File: config.mk
export PLATFORM = sky130hd
export DESIGN_NAME = uart_byte_tx
export DESIGN_NICKNAME = d
export VERILOG_FILES = /design/src/rtl/uart_byte_tx.sv
export SDC_FILE = /design/constraint.sdc
export NUM_CORES = 1
export LEC_CHECK = 0
export BUFFER_PORTS_ARGS = -buffer_cell sky130_fd_sc_hd__buf_2
export CAP_MARGIN = 5
export CORE_MARGIN = 8
export CORE_UTILIZATION = 30
export DETAILED_ROUTE_END_ITERATION = 16
export GPL_TIMING_DRIVEN = 0
export PLACE_DENSITY_LB_ADDON = 0.3
export SYNTH_ARGS = -nofsm -noshare
export SYNTH_HDL_FRONTEND = slang
export SYNTH_SLANG_ARGS = --single-unit
File: constraint.sdc
create_clock -name Clk -period 2.8 [get_ports Clk]
set_clock_uncertainty 0.2 [all_clocks]
set_input_delay 0.56 -clock Clk [delete_from_list [all_inputs] [get_ports Clk]]
set_output_delay 0.56 -clock Clk [all_outputs]
set_load 0.05 [all_outputs]
File: src/rtl/uart_byte_tx.sv
// 8N1 serial byte transmitter: start bit, 8 data bits LSB first, stop bit, then a one-cycle Tx_Done.
// The bit period is CLK_FREQ/baud, using the baud code captured when the request is accepted.
module uart_byte_tx #(
  parameter int unsigned CLK_FREQ = 50_000_000
) (
  input  logic       Clk,
  input  logic       Rst_n,
  input  logic       Byte_En,
  input  logic [7:0] Data_Byte,
  input  logic [2:0] Baud_Set,
  output logic       Rs232_Tx,
  output logic       Tx_Done,
  output logic       uart_state
);

  localparam int unsigned CYC_9600   = CLK_FREQ / 9600;
  localparam int unsigned CYC_19200  = CLK_FREQ / 19200;
  localparam int unsigned CYC_38400  = CLK_FREQ / 38400;
  localparam int unsigned CYC_57600  = CLK_FREQ / 57600;
  localparam int unsigned CYC_115200 = CLK_FREQ / 115200;
  localparam int unsigned DIV_W      = (CYC_9600 > 1) ? $clog2(CYC_9600) : 1;

  typedef enum logic {S_IDLE, S_BUSY} state_e;

  state_e           state_q, state_d;
  logic [DIV_W-1:0] div_cnt_q, div_cnt_d, div_last;
  logic [3:0]       bit_cnt_q, bit_cnt_d;
  logic [7:0]       data_q, data_d;
  logic [2:0]       baud_q, baud_d;
  logic             tx_q, tx_d;
  logic             frame_end, accept;

  // Codes 5..7 fall back to 9600
  always_comb begin
    case (baud_q)
      3'd1:    div_last = DIV_W'(CYC_19200 - 1);
      3'd2:    div_last = DIV_W'(CYC_38400 - 1);
      3'd3:    div_last = DIV_W'(CYC_57600 - 1);
      3'd4:    div_last = DIV_W'(CYC_115200 - 1);
      default: div_last = DIV_W'(CYC_9600 - 1);
    endcase
  end

  function automatic logic line_bit(input logic [3:0] idx, input logic [7:0] data_v);
    if (idx == 4'd0)      return 1'b0;
    else if (idx >= 4'd9) return 1'b1;
    else                  return data_v[3'(idx - 4'd1)];
  endfunction

  assign frame_end = (state_q == S_BUSY) && (bit_cnt_q == 4'd9) && (div_cnt_q == div_last);
  // Accepting in the Tx_Done cycle chains the next start bit right after a full stop bit
  assign accept    = Byte_En && ((state_q == S_IDLE) || frame_end);

  always_comb begin
    state_d   = state_q;
    div_cnt_d = div_cnt_q;
    bit_cnt_d = bit_cnt_q;
    data_d    = data_q;
    baud_d    = baud_q;
    tx_d      = tx_q;
    if (accept) begin
      state_d   = S_BUSY;
      data_d    = Data_Byte;
      baud_d    = Baud_Set;
      div_cnt_d = '0;
      bit_cnt_d = '0;
      tx_d      = 1'b0;
    end else if (frame_end) begin
      state_d   = S_IDLE;
      div_cnt_d = '0;
      bit_cnt_d = '0;
      tx_d      = 1'b1;
    end else if (state_q == S_BUSY) begin
      if (div_cnt_q == div_last) begin
        div_cnt_d = '0;
        bit_cnt_d = bit_cnt_q + 4'd1;
        tx_d      = line_bit(bit_cnt_q + 4'd1, data_q);
      end else begin
        div_cnt_d = div_cnt_q + DIV_W'(1);
      end
    end
  end

  always_ff @(posedge Clk or negedge Rst_n) begin
    if (!Rst_n) begin
      state_q   <= S_IDLE;
      div_cnt_q <= '0;
      bit_cnt_q <= '0;
      data_q    <= '0;
      baud_q    <= '0;
      tx_q      <= 1'b1;
    end else begin
      state_q   <= state_d;
      div_cnt_q <= div_cnt_d;
      bit_cnt_q <= bit_cnt_d;
      data_q    <= data_d;
      baud_q    <= baud_d;
      tx_q      <= tx_d;
    end
  end

  assign Rs232_Tx   = tx_q;
  assign Tx_Done    = frame_end;
  assign uart_state = (state_q == S_BUSY);

endmodule

==> impl_results.md, run 1 <==
- Startpoint Class: register
- Antenna diodes: 0
- CTS tree: yes
- Synth async-reset ratio: 100%
- Die width: 97.8 um
- Least-Margin Pin Slew: 723 ps
- H-tree levels: 2
- Die height: 97.8 um
- Initial antenna violation count: 0
- Max_cap viols: 0
- Fin. Hold Viols: 0
- Critical Path Max Stage Delay: 530 ps
- Synth-to-layout area growth: 17.0%
- Register bit total from synthesis: 30
- Worst R2R End: bit_cnt_q[1]
- Power per cell area: 402 mW/mm2
- Grt ovf: 0
- Leakage: 1.02 nW
- Non-filler instance count after layout: 303
- CTS Hold Buffers Added: 0
- FP Rows: 30
- Core box area: 0.00664 mm2
- CTS Buf Count: 5
- Routed vias/inst: 5.12
- Routability cong.: 0.721
- Final min period: 3230 ps
- Critical Path RT: 2040 ps
- Max Fclk: 310 MHz
- Largest net degree at the start of global routing: 31
- Clock-pin slew on the worst setup and hold paths: 70 ps
- Slowest CP cell: or4b_4
- Status: finished with violations
- Avg WL per Cell: 14.9 um
- Total power: 943 uW
- Syn Inst Count: 196
- Clock buffer depth: 2
- Clock Latency Late Sink: 290 ps
- Synth Flop Type: dfrtp_1
- Hold Path Class: in2async
- First-pass GRT wire length: 7.76 mm
- Endpoints failing setup: 1
- Register area share after synthesis: 37.5%
- Failing checks: setup timing
- Total die area: 0.00956 mm2
- RR Startpoint: baud_q[0]
- Dpl hpwl: 3.27 mm
- RSZ-0062 raised after global routing: yes
- Antenna viol nets, final: 0
- Yosys Warn Count: 0
- # DRC: 0
- Post-Syn Area: 0.00201 mm2
- Peak VDD IR: 238 uV
- Rel. slew slack: 51.6%
- Reg2Reg Depth: 7
- End point of the critical path: Tx_Done
- Port Buf Inserts: 16
- DRT iter0 DRCs: 115
- GRT Util Overall: 9.98%
- Vias in the first global route: 1547
- Worst Setup SP: baud_q[2]
- Post-route clock period utilization: 115%
- TritonCTS Sinks: 30
- Fillers: 647
- Fin. max-slew vios: 0
- WL final: 4.52 mm
- DR vias: 1552
- Critical path peak fanout: 10
- Footprint of the multi-input gates: 0.00118 mm2
- CP arrival: 2470 ps
- Synth cell types: 57
- Share of layout cells above drive strength 1: 28.7%
- Register area: 752 um2
- CTS root buf: clkbuf_8
- Initial DRT Pass Iterations: 4
- Synthesized area per cell: 10.2 um2
- Ports: 17
- Crit. End Element: primary output
- Syn_nets: 214
- Cells after DPL: 292
- CP cell instances: buf_6 -> or4b_4 -> a21boi_2 -> o2bb2a_1 -> or4b_4 -> nor3_4 -> buf_6
- Post-synth EDFFs: 0
- Final worst slack: -427 ps
- Initial core utilization: 30.2%
- R2r setup slk: 90 ps
- Setup CP Type: reg2out
- # nets final: 240
==> final cells by class <==
class	instances	area share, %
multi-input cells	150	50.5
flip-flops and latches	30	32.0
repair buffers	20	4.95
well taps	80	4.26
clock buffers	5	2.93
plain buffers	7	2.40
clock inverters	3	1.70
inverters	8	1.28
==> registers in the layout, summed over array words and instances, names as in the netlist <==
name,cells
div_cnt_q,13
data_q,8
bit_cnt_q,4
baud_q,3
Rs232_Tx,1
uart_state,1
==> cell families (layout without fill, tap and decap cells) <==
logic type      Yosys count  count (layout)  synth area share [%]
xor+xnor                  8               8                  3.49
fa+ha+maj                 4               4                  2.49
mux                      18              18                  12.9
simple gates             68              68                  19.8
flops                    30              30                  37.5
buf+inv                  16              43                  4.36
compound gates           52              52                  19.5
==> worst min path at each step <==
stage | to | slack (ps) | depth (start not counted)
after floorplan | baud_q[0] | 60 | 0
after global placement | data_q[5] | 290 | 1
after detailed placement | data_q[7] | 290 | 1
after CTS | div_cnt_q[5] | 150 | 1
after global routing | baud_q[1] | 170 | 1
final | div_cnt_q[0] | 110 | 1
==> cells in the mapped netlist, drive strengths merged, types with 2 or more instances <==
cell type   n  share of area, %
dfrtp      29                36
o21ai      20               5.0
nor2       16               3.1
mux2       13               9.2
nand2      13               2.4
inv         7               1.3
nand3       7               1.7
and3        6               1.9
a31oi       5               1.6
buf         5               2.3
a21oi       4               1.0
a22o        4               1.7
ha          4               2.5
xnor2       4               1.7
xor2        4               1.7
a21boi      3               1.3
clkbuf      3              0.56
mux2i       3               1.5
nand2b      3              0.94
nand3b      3               1.1
nor2b       3              0.94
nor3        3              0.75
nor4        3               1.2
mux4        2               2.2
nor3b       2               1.0
o22ai       2              0.62
o2bb2ai     2              0.87
o41ai       2               1.8
or3         2              0.62
or4b        2               1.4
==> layer usage <==
layer / track usage (%) / vias to the layer above / wire, um
li1: - / 776 / -
met1: 13.1 / 740 / 2270
met2: 15.0 / 30 / 1990
met3: 2.35 / 6 / 178
met4: 4.68 / 0 / 86
met5: 0 / - / 0
==> critical path: cells and delay by family (launching register included) <==
| kind | cells | cell delay (ps) |
|---|---|---|
| DFF | 1 | 390 |
| and+or+nand+nor | 3 | 1150 |
| buffers and inverters | 2 | 330 |
| AOI/OAI and AO/OA | 2 | 300 |
==> stage by stage <==
stage | setup WS (ps) | setup TNS (ps) | utilization, % | instance area, um2 | hold slack, ps
finish | -427 | -427 | 35.3 | 2350 | 106
global route | -542 | -1350 | 35.3 | 2350 | 173
CTS | -457 | -457 | 35.0 | 2320 | 145
detailed placement | -288 | -288 | 33.1 | 2200 | 293
global placement | -308 | -308 | 33.1 | 2200 | 293
floorplan | -205 | -205 | - | 2020 | 64.4
==> placed cells by master (no fill, tap or decap), drive strengths merged, types with 5 or more instances in the layout <==
| cell | Yosys | final |
|---|---|---|
| nor2 | 16 | 16 |
| nand3 | 7 | 7 |
| mux2 | 13 | 13 |
| and3 | 6 | 6 |
| a31oi | 5 | 5 |
| o21ai | 20 | 20 |
| nand2 | 13 | 13 |
| inv | 7 | 7 |
| clkbuf | 3 | 8 |
| buf | 5 | 24 |
| dfrtp | 29 | 29 |
==> timing repair <==
item | 4_1_cts | 5_1_grt
pin swaps | 1 | 0
buffers inserted | 1 | 3
endpoints found under the setup margin | 1 | 15
gates resized for setup | 3 | 1
==> power by group <==
part	leakage [nW]	switching [mW]	total [mW]	internal (mW)
clock network	0.0579	0.174	0.435	0.262
logic	0.630	0.0297	0.0608	0.0310
registers	0.331	0.00550	0.447	0.442
total	1.02	0.209	0.943	0.734
Power figures use the tool's default switching activity.
==> inputs of run 2 (changes only) <==
--- a/config.mk
+++ b/config.mk
@@ -8,7 +8,7 @@
 export BUFFER_PORTS_ARGS = -buffer_cell sky130_fd_sc_hd__buf_2
 export CAP_MARGIN = 5
 export CORE_MARGIN = 8
-export CORE_UTILIZATION = 30
+export CORE_UTILIZATION = 59
 export DETAILED_ROUTE_END_ITERATION = 16
 export GPL_TIMING_DRIVEN = 0
 export PLACE_DENSITY_LB_ADDON = 0.3
==> run 2 against run 1 <==
- the flow still finishes with violations (setup timing)
- critical path depth unchanged
- setup slack got worse by 110 ps
- register-to-register slack worse by 260 ps
- power fell by 16%
- sequential share of layout area down 0.83 points
- clock-buffer cell count is 1 higher
- first-iteration DRC count grew 59%
- clock power shrank 36%
- flip-flop and latch count unchanged
- critical endpoint unchanged
- largest power group unchanged
==> impl_results.md, run 2 (synthesis gave the netlist of run 1 again) <==
- Status: finished with violations
- Failing checks: setup timing
- FP Rows: 21
- Initial antenna violation count: 0
- Most common cell after layout, fill and taps aside: dfrtp_1
- Share of layout cells above drive strength 1: 33.3%
- Peak VDD IR: 240 uV
- Fillers: 238
- CTS tree: yes
- Routed vias/inst: 6.19
- CP bufs+invs: 2
- Clock Latency Late Sink: 340 ps
- Total die area: 0.00552 mm2
- Critical Path Max Stage Delay: 540 ps
- Setup CP Type: reg2out
- Setup TNS: -2400 ps
- Leakage: 1.07 nW
- Endpoints failing setup: 17
- CTS root buf: clkbuf_4
- Vias in the first global route: 1718
- Reg power frac: 56.3%
- Sw power: 196 uW
- R2r setup slk: -170 ps
- Antenna diodes: 0
- Synth-to-layout area growth: 20.1%
- Cells after DPL: 258
- CTS Hold Buffers Added: 0
- Non-filler instance count after layout: 280
- Register area: 752 um2
- Routability cong.: 0.843
- CP arrival: 2580 ps
- Die height: 74.3 um
- WL final: 4.96 mm
- DR vias: 1732
- Rel. slew slack: 54.2%
- Post-route clock period utilization: 119%
- RR Startpoint: baud_q[2]
- CP cell instances: buf_6 -> or4b_4 -> a21boi_4 -> o2bb2a_4 -> or4b_4 -> nor3_4 -> buf_6
- Top Registers: div_cnt_q: 13 flops, data_q: 8 flops, bit_cnt_q: 4 flops
- Initial DRT Pass Iterations: 4
- Levels on crit path: 7
- Initial core utilization: 60.6%
- Ports: 17
- First-pass GRT wire length: 7.74 mm
- Critical path peak fanout: 8
- Combinational power share: 8.8%
- Power per cell area: 329 mW/mm2
- H-tree levels: 2
- Largest delay contributor family on the critical path: simple AND/OR/NAND/NOR gates
- Hold Path Class: in2async
- Worst R2R End: data_q[2]
- # DRC: 0
- Avg WL per Cell: 17.7 um
- Clock share of power: 34.9%
- Slowest CP cell: or4b_4
- DRT iter0 DRCs: 183
- RSZ-0062 raised after global routing: yes
- Cell internal pwr: 598 uW
- Most flops, register: div_cnt_q
- Grt ovf: 0
- Max Fclk: 300 MHz
- TritonCTS Sinks: 30
- Core box area: 0.00331 mm2
- Footprint of the multi-input gates: 0.00124 mm2
- Fin. max-slew vios: 0
- Total power: 794 uW
- Most frequent cells in the layout: dfrtp_1, o21ai_0, buf_2
- Clock buffer depth: 2
- Port Buf Inserts: 16
- Clock-pin slew on the worst setup and hold paths: 100 ps
- Max_cap viols: 0
- Least-Margin Pin Slew: 687 ps
- # nets final: 251
- Final worst slack: -538 ps
- Startpoint Class: register
- Antenna viol nets, final: 0
- Critical Path RT: 2040 ps
- Largest net degree at the start of global routing: 31
- Final min period: 3340 ps
- GRT Util Overall: 18.1%
- Reg2Reg Depth: 10
- Dpl hpwl: 3.26 mm
- Fin. Hold Viols: 0
- Sw Share: 24.7%
- Crit. End Element: primary output
- Die width: 74.3 um
- Max FFs per register: 13
- CTS Buf Count: 5
==> run 2: what timing repair did <==
item                                    CTS  global route
pin swaps                                 1             5
hold endpoints to repair                  0             0
setup buffers                             1            13
endpoints found under the setup margin   14            16
gates resized for setup                   6            10
cloned                                    0             1
==> run 2: cell type report <==
cell class,instances,area share [%]
buffer,7,2.23
clock buffer,6,2.13
clock inverter,2,0.519
inverter,8,1.25
multi-input combinational,150,51.6
sequential,30,31.2
tap,46,2.39
timing repair buffer,31,8.72
==> run 2: how the worst max path moves through the flow <==
| stage | start | to | slack, ps |
|---|---|---|---|
| CTS | baud_q[2] | Tx_Done | -540 |
| floorplan | baud_q[2] | Tx_Done | -200 |
| detailed placement | div_cnt_q[6] | Tx_Done | -340 |
| global route | baud_q[1] | Tx_Done | -630 |
| global placement | div_cnt_q[6] | Tx_Done | -270 |
| finish | baud_q[2] | Tx_Done | -540 |
==> run 2: power by group through the flow <==
stage	registers (mW)	logic [mW]	clock network (mW)
2_1_floorplan	0.453	0.0373	0
3_3_place_gp	0.454	0.0579	0
3_5_place_dp	0.455	0.0609	0
4_1_cts	0.447	0.0629	0.286
5_1_grt	0.448	0.0768	0.306
6_report	0.447	0.0701	0.277
==> run 2: routing by layer <==
layer / wire [um] / track usage (%) / vias up
li1: - / - / 800
met1: 1990 / 19.9 / 863
met2: 2610 / 31.1 / 55
met3: 255 / 4.99 / 14
met4: 110 / 9.35 / 0
met5: 0 / 0 / -
==> run 2: metrics by stage <==
step                      utilization, %  setup slack (ps)  instance area, um2  hold WS [ps]
after floorplan                        -              -205                2020          64.4
after global placement              65.1              -274                2160           287
after detailed placement            65.1              -339                2160           291
after CTS                           68.1              -537                2250          77.7
after global routing                72.8              -630                2410          96.0
final                               72.8              -538                2410          49.7
